**config.mk**
```make
export PLATFORM = sky130hd
export DESIGN_NAME = alu_arbiter
export DESIGN_NICKNAME = d
export VERILOG_FILES = /design/src/rtl/alu_arbiter.sv
export SDC_FILE = /design/constraint.sdc
export NUM_CORES = 1
export LEC_CHECK = 0
export BUFFER_PORTS_ARGS = -buffer_cell sky130_fd_sc_hd__clkbuf_2
export CAP_MARGIN = 5
export CORE_AREA = 2 2 215 217
export DETAILED_ROUTE_END_ITERATION = 16
export DIE_AREA = 0 0 217 219
export GPL_TIMING_DRIVEN = 0
export HOLD_SLACK_MARGIN = 0.12
export SLEW_MARGIN = 20
export SYNTH_ARGS = -nofsm -noshare
export SYNTH_HDL_FRONTEND = slang
export SYNTH_HIERARCHICAL = 1
export SYNTH_SLANG_ARGS = --single-unit
```
**constraint.sdc**
```tcl
create_clock -name clk -period 4.3 [get_ports clk]
set_input_delay 0.645 -clock clk [delete_from_list [all_inputs] [get_ports clk]]
set_output_delay 0.645 -clock clk [all_outputs]
set_load 0.02 [all_outputs]
```
**src/rtl/alu_arbiter.sv**
```systemverilog
// -----------------------------------------------------------------------------
// alu_arbiter -- two-requester front end for a single shared 32-bit ALU.
//
// Configuration macro: ALU_ARBITER_RR_EN
//   defined   : round-robin arbitration between the two requesters
//   undefined : fixed priority, requester 0 wins ties (no pointer state)
//
// Contents (in order): alu_pkg (opcode / flag types), alu (combinational
// datapath), alu_arbiter (top).
//
// alu_arbiter ports:
//   clk, rst_n          clock, asynchronous active-low reset
//   req_valid[1:0]      per-requester request valid
//   req_ready[1:0]      per-requester accept strobe (combinational, IDLE only)
//   req_op0/1           requested operation (alu_op_t)
//   req_a0/1, req_b0/1  32-bit operands
//   req_setflags[1:0]   update apsr_flags when the operation completes
//   rsp_valid/rsp_ready result handshake
//   rsp_id              requester that owns the result
//   rsp_data            ALU result
//   rsp_flags           NZCV produced by this operation
//   apsr_flags          architectural NZCV register
//   busy                high whenever the FSM is not IDLE
//
// Timing: accept in cycle N (IDLE), compute in N+1 (EXEC), rsp_valid in N+2
// (RESP), held until rsp_ready. One operation per three cycles at best.
// -----------------------------------------------------------------------------

package alu_pkg;

    typedef enum logic [2:0] {
        ALU_ADD = 3'd0,
        ALU_SUB = 3'd1,
        ALU_AND = 3'd2,
        ALU_ORR = 3'd3,
        ALU_EOR = 3'd4,
        ALU_LSL = 3'd5,
        ALU_LSR = 3'd6,
        ALU_ASR = 3'd7
    } alu_op_t;

    typedef struct packed {
        logic n;
        logic z;
        logic c;
        logic v;
    } alu_flags_t;

endpackage

// -----------------------------------------------------------------------------
// alu -- purely combinational.
//   op, a, b      operation and operands
//   data_out      result
//   flags_out     NZCV for this result
// Carry follows the ARM convention: SUB sets C when no borrow occurs; shifts
// put the last bit shifted out into C (0 for a zero shift amount). Only
// b[4:0] is used as the shift amount. Logic ops and shifts clear V.
// -----------------------------------------------------------------------------
module alu
    import alu_pkg::*;
(
    input  alu_op_t      op,
    input  logic [31:0]  a,
    input  logic [31:0]  b,
    output logic [31:0]  data_out,
    output alu_flags_t   flags_out
);

    logic [32:0]        add_ext;
    logic [32:0]        sub_ext;
    logic [32:0]        lsl_ext;
    logic [32:0]        lsr_ext;
    logic signed [32:0] asr_ext;
    logic [4:0]         shamt;
    logic [31:0]        res;
    logic               carry;
    logic               ovf;

    assign shamt   = b[4:0];
    assign add_ext = {1'b0, a} + {1'b0, b};
    // a + ~b + 1: bit 32 is the "no borrow" carry.
    assign sub_ext = {1'b0, a} + {1'b0, ~b} + 33'd1;
    // One guard bit on the shifted-out side catches the last bit lost.
    assign lsl_ext = {1'b0, a} << shamt;
    assign lsr_ext = {a, 1'b0} >> shamt;
    assign asr_ext = $signed({a, 1'b0}) >>> shamt;

    always_comb begin
        res   = 32'd0;
        carry = 1'b0;
        ovf   = 1'b0;
        case (op)
            ALU_ADD: begin
                res   = add_ext[31:0];
                carry = add_ext[32];
                ovf   = (a[31] == b[31]) && (add_ext[31] != a[31]);
            end
            ALU_SUB: begin
                res   = sub_ext[31:0];
                carry = sub_ext[32];
                ovf   = (a[31] != b[31]) && (sub_ext[31] != a[31]);
            end
            ALU_AND: res = a & b;
            ALU_ORR: res = a | b;
            ALU_EOR: res = a ^ b;
            ALU_LSL: begin
                res   = lsl_ext[31:0];
                carry = lsl_ext[32];
            end
            ALU_LSR: begin
                res   = lsr_ext[32:1];
                carry = lsr_ext[0];
            end
            ALU_ASR: begin
                res   = asr_ext[32:1];
                carry = asr_ext[0];
            end
            default: res = 32'd0;
        endcase
    end

    assign data_out    = res;
    assign flags_out.n = res[31];
    assign flags_out.z = (res == 32'd0);
    assign flags_out.c = carry;
    assign flags_out.v = ovf;

endmodule

// -----------------------------------------------------------------------------
// alu_arbiter -- top.
// -----------------------------------------------------------------------------
module alu_arbiter
    import alu_pkg::*;
(
    input  logic         clk,
    input  logic         rst_n,
    input  logic [1:0]   req_valid,
    output logic [1:0]   req_ready,
    input  alu_op_t      req_op0,
    input  alu_op_t      req_op1,
    input  logic [31:0]  req_a0,
    input  logic [31:0]  req_a1,
    input  logic [31:0]  req_b0,
    input  logic [31:0]  req_b1,
    input  logic [1:0]   req_setflags,
    output logic         rsp_valid,
    input  logic         rsp_ready,
    output logic         rsp_id,
    output logic [31:0]  rsp_data,
    output alu_flags_t   rsp_flags,
    output alu_flags_t   apsr_flags,
    output logic         busy
);

    typedef enum logic [1:0] {
        IDLE = 2'd0,
        EXEC = 2'd1,
        RESP = 2'd2
    } state_t;

    state_t      state_q,     state_d;
    alu_op_t     op_q,        op_d;
    logic [31:0] a_q,         a_d;
    logic [31:0] b_q,         b_d;
    logic        setflags_q,  setflags_d;
    logic        id_q,        id_d;
    logic        rsp_valid_q, rsp_valid_d;
    logic        rsp_id_q,    rsp_id_d;
    logic [31:0] rsp_data_q,  rsp_data_d;
    alu_flags_t  rsp_flags_q, rsp_flags_d;
    alu_flags_t  apsr_q,      apsr_d;
`ifdef ALU_ARBITER_RR_EN
    logic        rr_ptr_q,    rr_ptr_d;
`endif

    logic        grant_en;
    logic        grant_id;
    logic [31:0] alu_data;
    alu_flags_t  alu_flags;

    // The ALU only ever sees the captured operands, so requester inputs may
    // change freely once a request has been accepted.
    alu u_alu (
        .op        (op_q),
        .a         (a_q),
        .b         (b_q),
        .data_out  (alu_data),
        .flags_out (alu_flags)
    );

    // Arbitration. A lone valid requester always wins; ties go to the
    // pointer (round-robin) or to requester 0 (fixed priority).
    always_comb begin
`ifdef ALU_ARBITER_RR_EN
        grant_id = (&req_valid) ? rr_ptr_q : req_valid[1];
`else
        grant_id = req_valid[1] & ~req_valid[0];
`endif
        // rst_n gates the grant so req_ready stays low while reset is held.
        grant_en  = (state_q == IDLE) && rst_n && (|req_valid);
        req_ready = 2'b00;
        if (grant_en) begin
            req_ready = grant_id ? 2'b10 : 2'b01;
        end
    end

    always_comb begin
        state_d     = state_q;
        op_d        = op_q;
        a_d         = a_q;
        b_d         = b_q;
        setflags_d  = setflags_q;
        id_d        = id_q;
        rsp_valid_d = rsp_valid_q;
        rsp_id_d    = rsp_id_q;
        rsp_data_d  = rsp_data_q;
        rsp_flags_d = rsp_flags_q;
        apsr_d      = apsr_q;
`ifdef ALU_ARBITER_RR_EN
        rr_ptr_d    = rr_ptr_q;
`endif
        case (state_q)
            IDLE: begin
                if (grant_en) begin
                    op_d       = grant_id ? req_op1 : req_op0;
                    a_d        = grant_id ? req_a1  : req_a0;
                    b_d        = grant_id ? req_b1  : req_b0;
                    setflags_d = req_setflags[grant_id];
                    id_d       = grant_id;
`ifdef ALU_ARBITER_RR_EN
                    rr_ptr_d   = ~grant_id;
`endif
                    state_d    = EXEC;
                end
            end
            EXEC: begin
                rsp_data_d  = alu_data;
                rsp_flags_d = alu_flags;
                rsp_id_d    = id_q;
                rsp_valid_d = 1'b1;
                if (setflags_q) begin
                    apsr_d = alu_flags;
                end
                state_d = RESP;
            end
            RESP: begin
                if (rsp_ready) begin
                    rsp_valid_d = 1'b0;
                    state_d     = IDLE;
                end
            end
            default: begin
                rsp_valid_d = 1'b0;
                state_d     = IDLE;
            end
        endcase
    end

    always_ff @(posedge clk or negedge rst_n) begin
        if (!rst_n) begin
            state_q     <= IDLE;
            op_q        <= ALU_ADD;
            a_q         <= 32'd0;
            b_q         <= 32'd0;
            setflags_q  <= 1'b0;
            id_q        <= 1'b0;
            rsp_valid_q <= 1'b0;
            rsp_id_q    <= 1'b0;
            rsp_data_q  <= 32'd0;
            rsp_flags_q <= '0;
            apsr_q      <= '0;
`ifdef ALU_ARBITER_RR_EN
            rr_ptr_q    <= 1'b0;
`endif
        end else begin
            state_q     <= state_d;
            op_q        <= op_d;
            a_q         <= a_d;
            b_q         <= b_d;
            setflags_q  <= setflags_d;
            id_q        <= id_d;
            rsp_valid_q <= rsp_valid_d;
            rsp_id_q    <= rsp_id_d;
            rsp_data_q  <= rsp_data_d;
            rsp_flags_q <= rsp_flags_d;
            apsr_q      <= apsr_d;
`ifdef ALU_ARBITER_RR_EN
            rr_ptr_q    <= rr_ptr_d;
`endif
        end
    end

    assign rsp_valid  = rsp_valid_q;
    assign rsp_id     = rsp_id_q;
    assign rsp_data   = rsp_data_q;
    assign rsp_flags  = rsp_flags_q;
    assign apsr_flags = apsr_q;
    assign busy       = (state_q != IDLE);

endmodule

```
== Word-level counts from Yosys, hierarchy flattened ==
Index checks and enable logic that the tools add are counted.
W data, S select, Z words.

* Register bits: 113
* Latch bits: 0
* Memory bits (writable): 0
* Bits in read-only memories: 0
* Bits of input ports: 141
* Output and inout port bits: 45
* Word-level logic and storage cells: 74
* Memories kept: 0

* $add $sub $neg: 3
* $mul: 0
* Div/mod/pow operators: 0
* Order comparisons: 1
* Eq/ne operators: 15
* Shift operators: 3
* Multiplexer cells: 15
* Bitwise operators: 7
* Reductions and logical operators: 13

{| class="wikitable"
|+ Operators by type and width
! cell !! number
|-
| $pmux W32 S8 || 1
|-
| $add A32 B32 Y33 || 2
|-
| $mux W32 || 2
|-
| $add A33 B1 Y33 const B || 1
|-
| $shl A32 B5 Y33 || 1
|-
| $shr A33 B5 Y33 || 1
|-
| $sshr A33 B5 Y33 || 1
|-
| $and A32 B32 Y32 || 1
|-
| $logic_not A32 Y1 || 1
|-
| $not A32 Y32 || 1
|-
| $or A32 B32 Y32 || 1
|-
| $xor A32 B32 Y32 || 1
|-
| $eq A3 B3 Y1 const B || 4
|-
| $mux W2 || 4
|-
| $reduce_and A2 Y1 || 4
|-
| $eq A3 B2 Y1 const B || 2
|-
| $pmux W2 S3 || 1
|-
| $pmux W1 S5 || 1
|-
| $logic_and A1 B1 Y1 || 4
|-
| $ne A2 B2 Y1 const B || 2
|-
| $eq A3 B1 Y1 const B || 1
|-
| $logic_not A3 Y1 || 1
|-
| $mux W1 || 3
|-
| $mux W3 || 1
|-
| other kinds (12) || 15
|}

== Longest topological paths before layout ==
Gate-level depths: netlist (run 1).

* Depth after elaboration: 6
* Gate-level depth with buffers: 19
* Depth with buffers taken out: 15

== Cells and area by module ==
The synthesis (run 1) kept the hierarchy.

{| class="wikitable"
|+ By module, submodules not included
! module !! instances !! cells an instance !! area each (um^2) !! seq. area each (um^2)
|-
| alu || 1 || 1,539 || 10,343.7 || 0.0
|-
| alu_arbiter || 1 || 323 || 5,375.2 || 2,827.7
|}

== Worst setup path after synthesis (run 1) ==
No wires, ideal clock.

* Path kind: register to register
* Start: register b_q[3]
* End: register rsp_flags_q (netlist bit rsp_flags[2])
* Library setup time: 0.065 ns
* Data arrival time: 4.569 ns
* Data required time: 4.235 ns
* Path slack: -0.334 ns
* Cell stages (with the launch flop): 19
* Path buffers: 5
* Period minus slack after synthesis: 4.634 ns
* Path through: dfrtp_1 > buf_2 > inv_1 > clkbuf_1 > clkbuf_1 > buf_1 > ha_1 > buf_2 > nor2_1 > a221oi_2 > a21oi_1 > o31ai_1 > o211ai_1 > a311oi_2 > nor2_1 > or3_1 > or4_1 > nor4_2 > mux2_2

{| class="wikitable"
|+ RTL lines
! element !! RTL line !! source
|-
| start: declaration || 166 || <nowiki>logic [31:0] b_q, b_d;</nowiki>
|-
| start signal: assignment || 266 || <nowiki>b_q <= 32'd0;</nowiki>
|-
| start signal: assignment || 281 || <nowiki>b_q <= b_d;</nowiki>
|-
| end signal: assignment || 287 || <nowiki>rsp_flags_q <= rsp_flags_d;</nowiki>
|-
| end: declaration || 172 || <nowiki>alu_flags_t rsp_flags_q, rsp_flags_d;</nowiki>
|}

==> results of run 1 <==
==> per-layer routing <==
layer / vias up / track usage (%) / routed length [um]
li1: 7492 / - / -
met1: 8779 / 51.39 / 38670
met3: 303 / 8.663 / 8867
met4: 0 / 25.71 / 7423
met2: 1207 / 64.64 / 43400
met5: - / 0 / 0
==> layout make-up <==
class / instances / area, um^2 / area share, %
Buffer: 151 / 1297 / 6.464
Clock buffer: 19 / 432.9 / 2.157
Clock inverter: 12 / 135.1 / 0.6732
Inverter: 107 / 451.7 / 2.250
Multi-Input combinational cell: 1483 / 12400 / 61.78
Sequential cell: 113 / 2865 / 14.27
Tap cell: 600 / 750.7 / 3.740
Timing Repair Buffer: 288 / 1739 / 8.664
==> per-stage QoR <==
step	instance area, um^2	setup TNS (ns)
3_3_place_gp	17430	-41.73
3_5_place_dp	17500	-36.21
6_report	20070	-0.8758
5_1_grt	20070	-0.4977
4_1_cts	19440	-0.3521
2_1_floorplan	15750	0
==> final timing paths <==
check	cells after the start	end	start
max reg2reg	16	rsp_flags[2]$_DFFE_PN0P_	b_q[4]$_DFFE_PN0P_
max	16	rsp_flags[2]$_DFFE_PN0P_	b_q[4]$_DFFE_PN0P_
min	3	rsp_valid$_DFFE_PN0P_	rsp_ready
min reg2reg	1	rsp_valid$_DFFE_PN0P_	rsp_valid$_DFFE_PN0P_
max in group asynchronous	3	a_q[7]$_DFFE_PN0P_	rst_n
min in group asynchronous	2	rsp_data[3]$_DFFE_PN0P_	rst_n
==> layout by cell type, fill, tap and decap left out, types with 25 or more instances in the layout <==
| cell | count |
|---|---|
| nand2_1 | 167 |
| o21ai_0 | 103 |
| buf_4 | 117 |
| nor2_1 | 132 |
| clkbuf_2 | 195 |
| a211oi_1 | 29 |
| inv_1 | 93 |
| mux2i_1 | 65 |
| a21oi_1 | 133 |
| buf_6 | 27 |
| dfrtp_1 | 93 |
| nor3_1 | 25 |
| mux2_4 | 70 |
| buf_2 | 30 |
| mux2_2 | 141 |
| o211ai_1 | 32 |
| ha_1 | 89 |
| clkbuf_1 | 28 |
| mux4_2 | 34 |
| nand3_1 | 28 |
==> kinds of logic (layout without fill, tap and decap cells) <==
logic type	count (synthesis)	after routing	share of synthesized area, %
AOI/OAI and AO/OA	556	556	23.40
adders and majority gates	99	99	7.976
muxes	319	319	26.40
buffers and inverters	266	577	8.629
and+or+nand+nor	491	491	14.60
xor gates and xnor gates	18	18	1.003
DFF	113	113	17.99
==> synth_stat cells (14+ instances only) <==
cell        n
a21o_1     14
o31ai_1    21
mux2_4     67
mux4_2     34
mux2i_1    73
buf_2      44
xnor2_1    17
o211ai_1   32
a21oi_1   147
dfrtp_1   113
nor4_1     24
inv_1     106
clkbuf_1   68
ha_1       97
a31oi_1    17
nand3_1    30
and2_1     18
mux2_2    144
nor2_1    135
o21ai_0   116
nor3_1     31
nor2b_1    20
o21a_1     14
a211oi_1   36
nand2_1   168
==> worst register-to-register path: stages (launching register included) <==
cell	delay (ns)
dfrtp_1	0.43
buf_8	0.14
buf_4	0.10
buf_4	0.21
nor4bb_1	0.08
clkbuf_1	0.37
nand2_1	0.48
a211oi_1	0.23
a211oi_2	0.41
o21ai_0	0.16
a31oi_1	0.15
o21ai_0	0.23
a31oi_2	0.33
o21ai_2	0.12
or4_4	0.57
nor4_4	0.39
mux2_4	0.22
==> flip-flops by register name, summed over array words and instances (netlist names) <==
register	count
a_q	32
b_q	32
id_q	1
apsr_flags	4
rsp_data	32
setflags_q	1
op_q	3
state_q	2
rsp_flags	4
rsp_id	1
rsp_valid	1
==> timing repair <==
action | 4_1_cts | 5_1_grt
cloned | 0 | 1
hold endpoints to repair | 25 | 0
pin swaps | 36 | 37
hold buffers | 1 | 0
gates resized for setup | 252 | 119
endpoints found under the setup margin | 36 | 6
setup buffers | 59 | 40
==> results.yml, run 1 <==
global_routing:
  grt_pass1_wl_um: 136100
  grt_max_degree: 90
  antenna_found_initial: 3
  grt_pass1_vias: 17490
  grt.total_usage_pct: 41.10
  grt-ovfl-total: 0
placement:
  dp_hpwl_um: 77400
  place_congestion: 1.026
  portBuffers: 185
  place_ws_ns: -2.229
  dp_cells: 2650
yosys:
  yosys_warnings: 6
  synth_top_flop_cell: "dfrtp_1"
  syn_inst: 1862
  synthesis.area_um2: 15720
  synth_cell_types: 92
  async_reset_ff_share_pct: 100.0
  synth_edf_count: 0
  synth_seq_area_share_pct: 17.99
  syn-num-nets: 2102
  synthTopCellsByArea: "dfrtp_1 (18%), mux2_2 (10%), ha_1 (7.7%)"
  yosysTopAreaCellShare_pct: 17.99
  syn_avg_cell_area_um2: 8.442
  synth_top_area_cell: "dfrtp_1"
  ys_ff_latch: 113
worst_setup_path:
  critPathSlowestCell: "or4_4"
  crit_fanout: 9
  critPathLaunchType: "flop"
  worst-path-buf-inv: 4
  crit_type: "flop to flop"
  cp_data_required_time_ns: 4.70
  cp-end-kind: "flop"
  critPathTopFamily: "compound AO/OA/AOI/OAI gates"
  r2r_slack_ns: -0.38
  critPathMaxStageDelay_ns: 0.57
  cp_data_arrival_time_ns: 5.08
  path_cells: "buf_8 -> buf_4 -> buf_4 -> nor4bb_1 -> clkbuf_1 -> nand2_1 -> a211oi_1 -> a211oi_2 -> o21ai_0 -> a31oi_1 -> o21ai_0 -> a31oi_2 -> o21ai_2 -> or4_4 -> nor4_4 -> mux2_4"
die:
  die_area_um2: 47520
  rows: 78
  ios: 186
  die_h_um: 219
  die_w_um: 217
  core_um2: 45090
  initial_core_util_pct: 34.86
timing:
  layout_setup_ws_ns: -0.3805
  max_freq_mhz: 213.7
  holdWs_ns: 0.4755
  slew_headroom_pct: 18.35
  fin_skew_ns: 0.009205
  hold_viol: 0
  finalCriticalPeriod_ns: 4.681
  rsz0062_at_grt: "yes"
  setup_viol: 3
  tightestPinTransition_ns: 1.212
  slew_viol_final: 0
  period_share_pct: 108.8
routing:
  ant_nets: 0
  firstDrtPassIters: 9
  routedWlPerCell_um: 35.47
  vias: 17780
  drt-initial-drc-count: 2161
  avgViaCountPerCell: 6.412
  drcViolationCount: 0
  wl_um: 98360
finish:
  utilization_pct: 44.52
  n_antenna_cell: 0
  fin_cells: 2773
  final_nets: 2401
  drive_above_1_share_pct: 39.39
  syn_to_final_growth_pct: 27.70
  n_fill_cell: 4519
clocking:
  clock_sinks: 113
  cts_buffer_depth: 2
  cts_inserted_buffers: 17
  clk_latency_ns: 0.46
  cts_tree: "done"
  htreeDepth: 4
  path_clk_slew_ns: 0.06
  root_buffer: "clkbuf_16"
outcome:
  violations: "negative setup slack"
  run_status: "finished with violations"
min_path:
  worstHoldPathType: "primary input to flop"
job:
  max-cap-violations: 0
Power of run 1 is left out: the tool's default activity adds up to more than one toggle a clock period on the data nets, which glitch-free logic cannot reach.
==> inputs of run 2 (changes only) <==
- ABC_AREA: unset -> 1
==> run 2 against run 1 <==
The run now ends clean. Critical path depth up 7. Register-to-register slack improved by 0.50 ns. Cell count up 33%. Utilization decreased by 4.6 points. Via count rose by 12%. Design area fell by 10%. Maximum frequency is 12% higher. Largest cell class unchanged. Count of clock-buffer cells in the layout fell by 2. Synthesized cell count increased by 54%.
==> results.yml, run 2 <==
global_routing:
  grt_util_met1_pct: 45.65
  grt_pass1_vias: 18330
  grt.total_usage_pct: 33.46
  grt_pass1_wl_um: 116700
  grt_max_degree: 76
  grt-ovfl-total: 0
  grt.busiest_layer: "met2"
  antenna_found_initial: 0
  met2_usage_pct: 49.86
  grtUsageMet3_pct: 7.401
die:
  die_w_um: 217
  initial_core_util_pct: 34.83
  die_h_um: 219
  ios: 186
  core_um2: 45090
  rows: 78
  die_area_um2: 47520
timing:
  finalCriticalPeriod_ns: 4.180
  fin_skew_ns: 0.01664
  holdWs_ns: 0.1304
  max_freq_mhz: 239.2
  hold_viol: 0
  rsz0062_at_grt: "no"
  slew_headroom_pct: 20.75
  setup_tns_ns: 0
  tightestPinTransition_ns: 1.189
  slew_viol_final: 0
  setup_viol: 0
  period_share_pct: 97.22
worst_setup_path:
  cp_data_required_time_ns: 4.66
  crit_fanout: 20
  cp_data_arrival_time_ns: 4.54
  critPathLaunchType: "flop"
  crit_type: "flop to flop"
  cp-end-kind: "flop"
clocking:
  htreeDepth: 4
  postCtsSetupBuffers: 0
  root_buffer: "clkbuf_16"
  clock_sinks: 113
  clk_latency_ns: 0.46
  path_clk_slew_ns: 0.06
  cts_buffer_depth: 2
  cts_tree: "done"
  cts_inserted_buffers: 17
routing:
  drt-initial-drc-count: 2781
  ant_nets: 0
  routedWlPerCell_um: 21.76
  avgViaCountPerCell: 5.401
  vias: 19920
  wl_um: 80230
  drcViolationCount: 0
  firstDrtPassIters: 6
yosys:
  syn-num-nets: 3113
  synthTopCellsByArea: "nand2_1 (27%), dfrtp_1 (18%), nand3_1 (17%)"
  synth_top_family_by_area: "simple AND/OR/NAND/NOR gates"
  yosysTopAreaCellShare_pct: 27.46
  synth_top_area_cell: "nand2_1"
  yosys.area_share.simple_pct: 54.45
  syn_inst: 2873
  syn_avg_cell_area_um2: 5.466
  ys_ff_latch: 113
  synth_common_cells: "nand2_1 (1,149), nand3_1 (547), inv_1 (302)"
  synth_top_flop_cell: "dfrtp_1"
  synth_compound_area_share_pct: 6.644
  yosys_warnings: 6
  synth_edf_count: 0
  synth_cell_types: 50
  muxShareOfSynthArea_pct: 0
  synthesis.area_um2: 15710
  yosysMostFrequentCell: "nand2_1"
  synth_fa_ha_area_share_pct: 7.983
  async_reset_ff_share_pct: 100.0
  synth_xor_xnor_area_share_pct: 0.1673
  synth_seq_area_share_pct: 18.01
min_path:
  worstHoldPathType: "primary input to async pin"
finish:
  n_fill_cell: 5261
  final_cell_mix: "nand2_1 (1,149), nand3_1 (547), inv_1 (302)"
  layout_commonest_cell: "nand2_1"
  utilization_pct: 39.89
  n_antenna_cell: 0
  final_nets: 3314
  syn_to_final_growth_pct: 14.53
  drive_above_1_share_pct: 11.82
placement:
  dp_hpwl_um: 66460
  place_congestion: 1.083
  portBuffers: 184
power_and_ir_drop:
  p_leak_nw: 10.24
  worst_ir_drop_vdd_mv: 0.4216
  power.density_nw_per_um2: 879.5
outcome:
  run_status: "finished clean"
job:
  max-cap-violations: 0
-- run 2: cell count changes after synthesis, moves of 67 or more --
cell	previous run	this run
a21oi_1	147	73
inv_1	106	302
mux2_2	144	0
mux2_4	67	0
mux2i_1	73	0
nand2_1	168	1149
nand3_1	30	547
nor2_1	135	213
-- run 2: power breakdown --
group / leakage, nW / switching [W] / internal, W
sequential: 1.43 / 0.000762 / 0.00147
combinational: 8.53 / 0.00882 / 0.00334
clock: 0.284 / 0.000611 / 0.000821
total: 10.2 / 0.0102 / 0.00563
-- run 2: cell families after synthesis --
kind of cell             after synthesis
AO/OA/AOI/OAI                        184
XOR/XNOR                               3
adder cells (fa/ha/maj)               99
buffers and inverters                462
flip-flops                           113
AND/OR/NAND/NOR                     2012
-- run 2: per-layer routing --
layer  part of all wire, %  up-vias
li1                      -     9553
met1                    42     8913
met2                    41     1259
met3                    12      190
met4                   5.3        0
met5                     0        -
-- run 2: cell type report --
class / count / area, um^2 / share of cell area (%)
flip-flops and latches: 113 / 2828 / 15.72
inverters: 315 / 1187 / 6.601
well taps: 600 / 750.7 / 4.174
plain buffers: 144 / 804.5 / 4.473
repair buffers: 185 / 957.2 / 5.321
clock inverters: 15 / 160.2 / 0.8904
clock buffers: 17 / 425.4 / 2.365
multi-input cells: 2298 / 10870 / 60.45
-- run 2: path summary, 6_finish.rpt --
check / to / cells past startpoint / slack (ns) / startpoint
max: apsr_flags[2]$_DFFE_PN0P_ / 23 / 0.12 / b_q[2]$_DFFE_PN0P_
min: rsp_data[3]$_DFFE_PN0P_ / 1 / 0.13 / rst_n
max reg2reg: apsr_flags[2]$_DFFE_PN0P_ / 23 / 0.12 / b_q[2]$_DFFE_PN0P_
min reg2reg: rsp_data[26]$_DFFE_PN0P_ / 2 / 0.47 / rsp_data[26]$_DFFE_PN0P_
max in group asynchronous: b_q[25]$_DFFE_PN0P_ / 2 / 3.45 / rst_n
min in group clk: state_q[1]$_DFFE_PN0P_ / 2 / 0.40 / rsp_ready
-- run 2: per-stage QoR --
step	power [W]	setup slack [ns]	instances	cell area [um^2]
after global routing	0.01682	0.04801	3687	17990
after floorplan	0.009543	1.298	2873	15710
after CTS	0.01528	0.03764	3689	17990
after detailed placement	0.01381	-0.1411	3658	17410
after global placement	0.01385	-0.5479	3657	17380
final	0.01582	0.1197	3687	17990
-- run 2: timing repair --
action                                  in CTS  in global routing
hold endpoints to repair                     0                  0
gates resized for setup                      0                  0
endpoints found under the setup margin       2                  6
pin swaps                                    0                  0
gates cloned                                 0                  0
hold buffers                                 0                  0
-- run 2: critical path: stages, from the launching register on --
cell	delay, ns
dfrtp_1	0.40
buf_2	0.20
inv_2	0.12
buf_2	0.51
ha_1	0.21
buf_4	0.19
inv_1	0.15
a21oi_2	0.26
nand2_1	0.14
nand2_1	0.10
nand2_1	0.14
nand2_1	0.13
nand2_1	0.12
nand2_1	0.20
nand2_1	0.10
nand2_1	0.10
nand3_1	0.08
nor2_1	0.26
nand3_1	0.11
nor2_1	0.15
nand2_1	0.07
nor2_1	0.12
inv_1	0.07
o21ai_0	0.15
No activity file was read; power rests on OpenSTA's default activity.
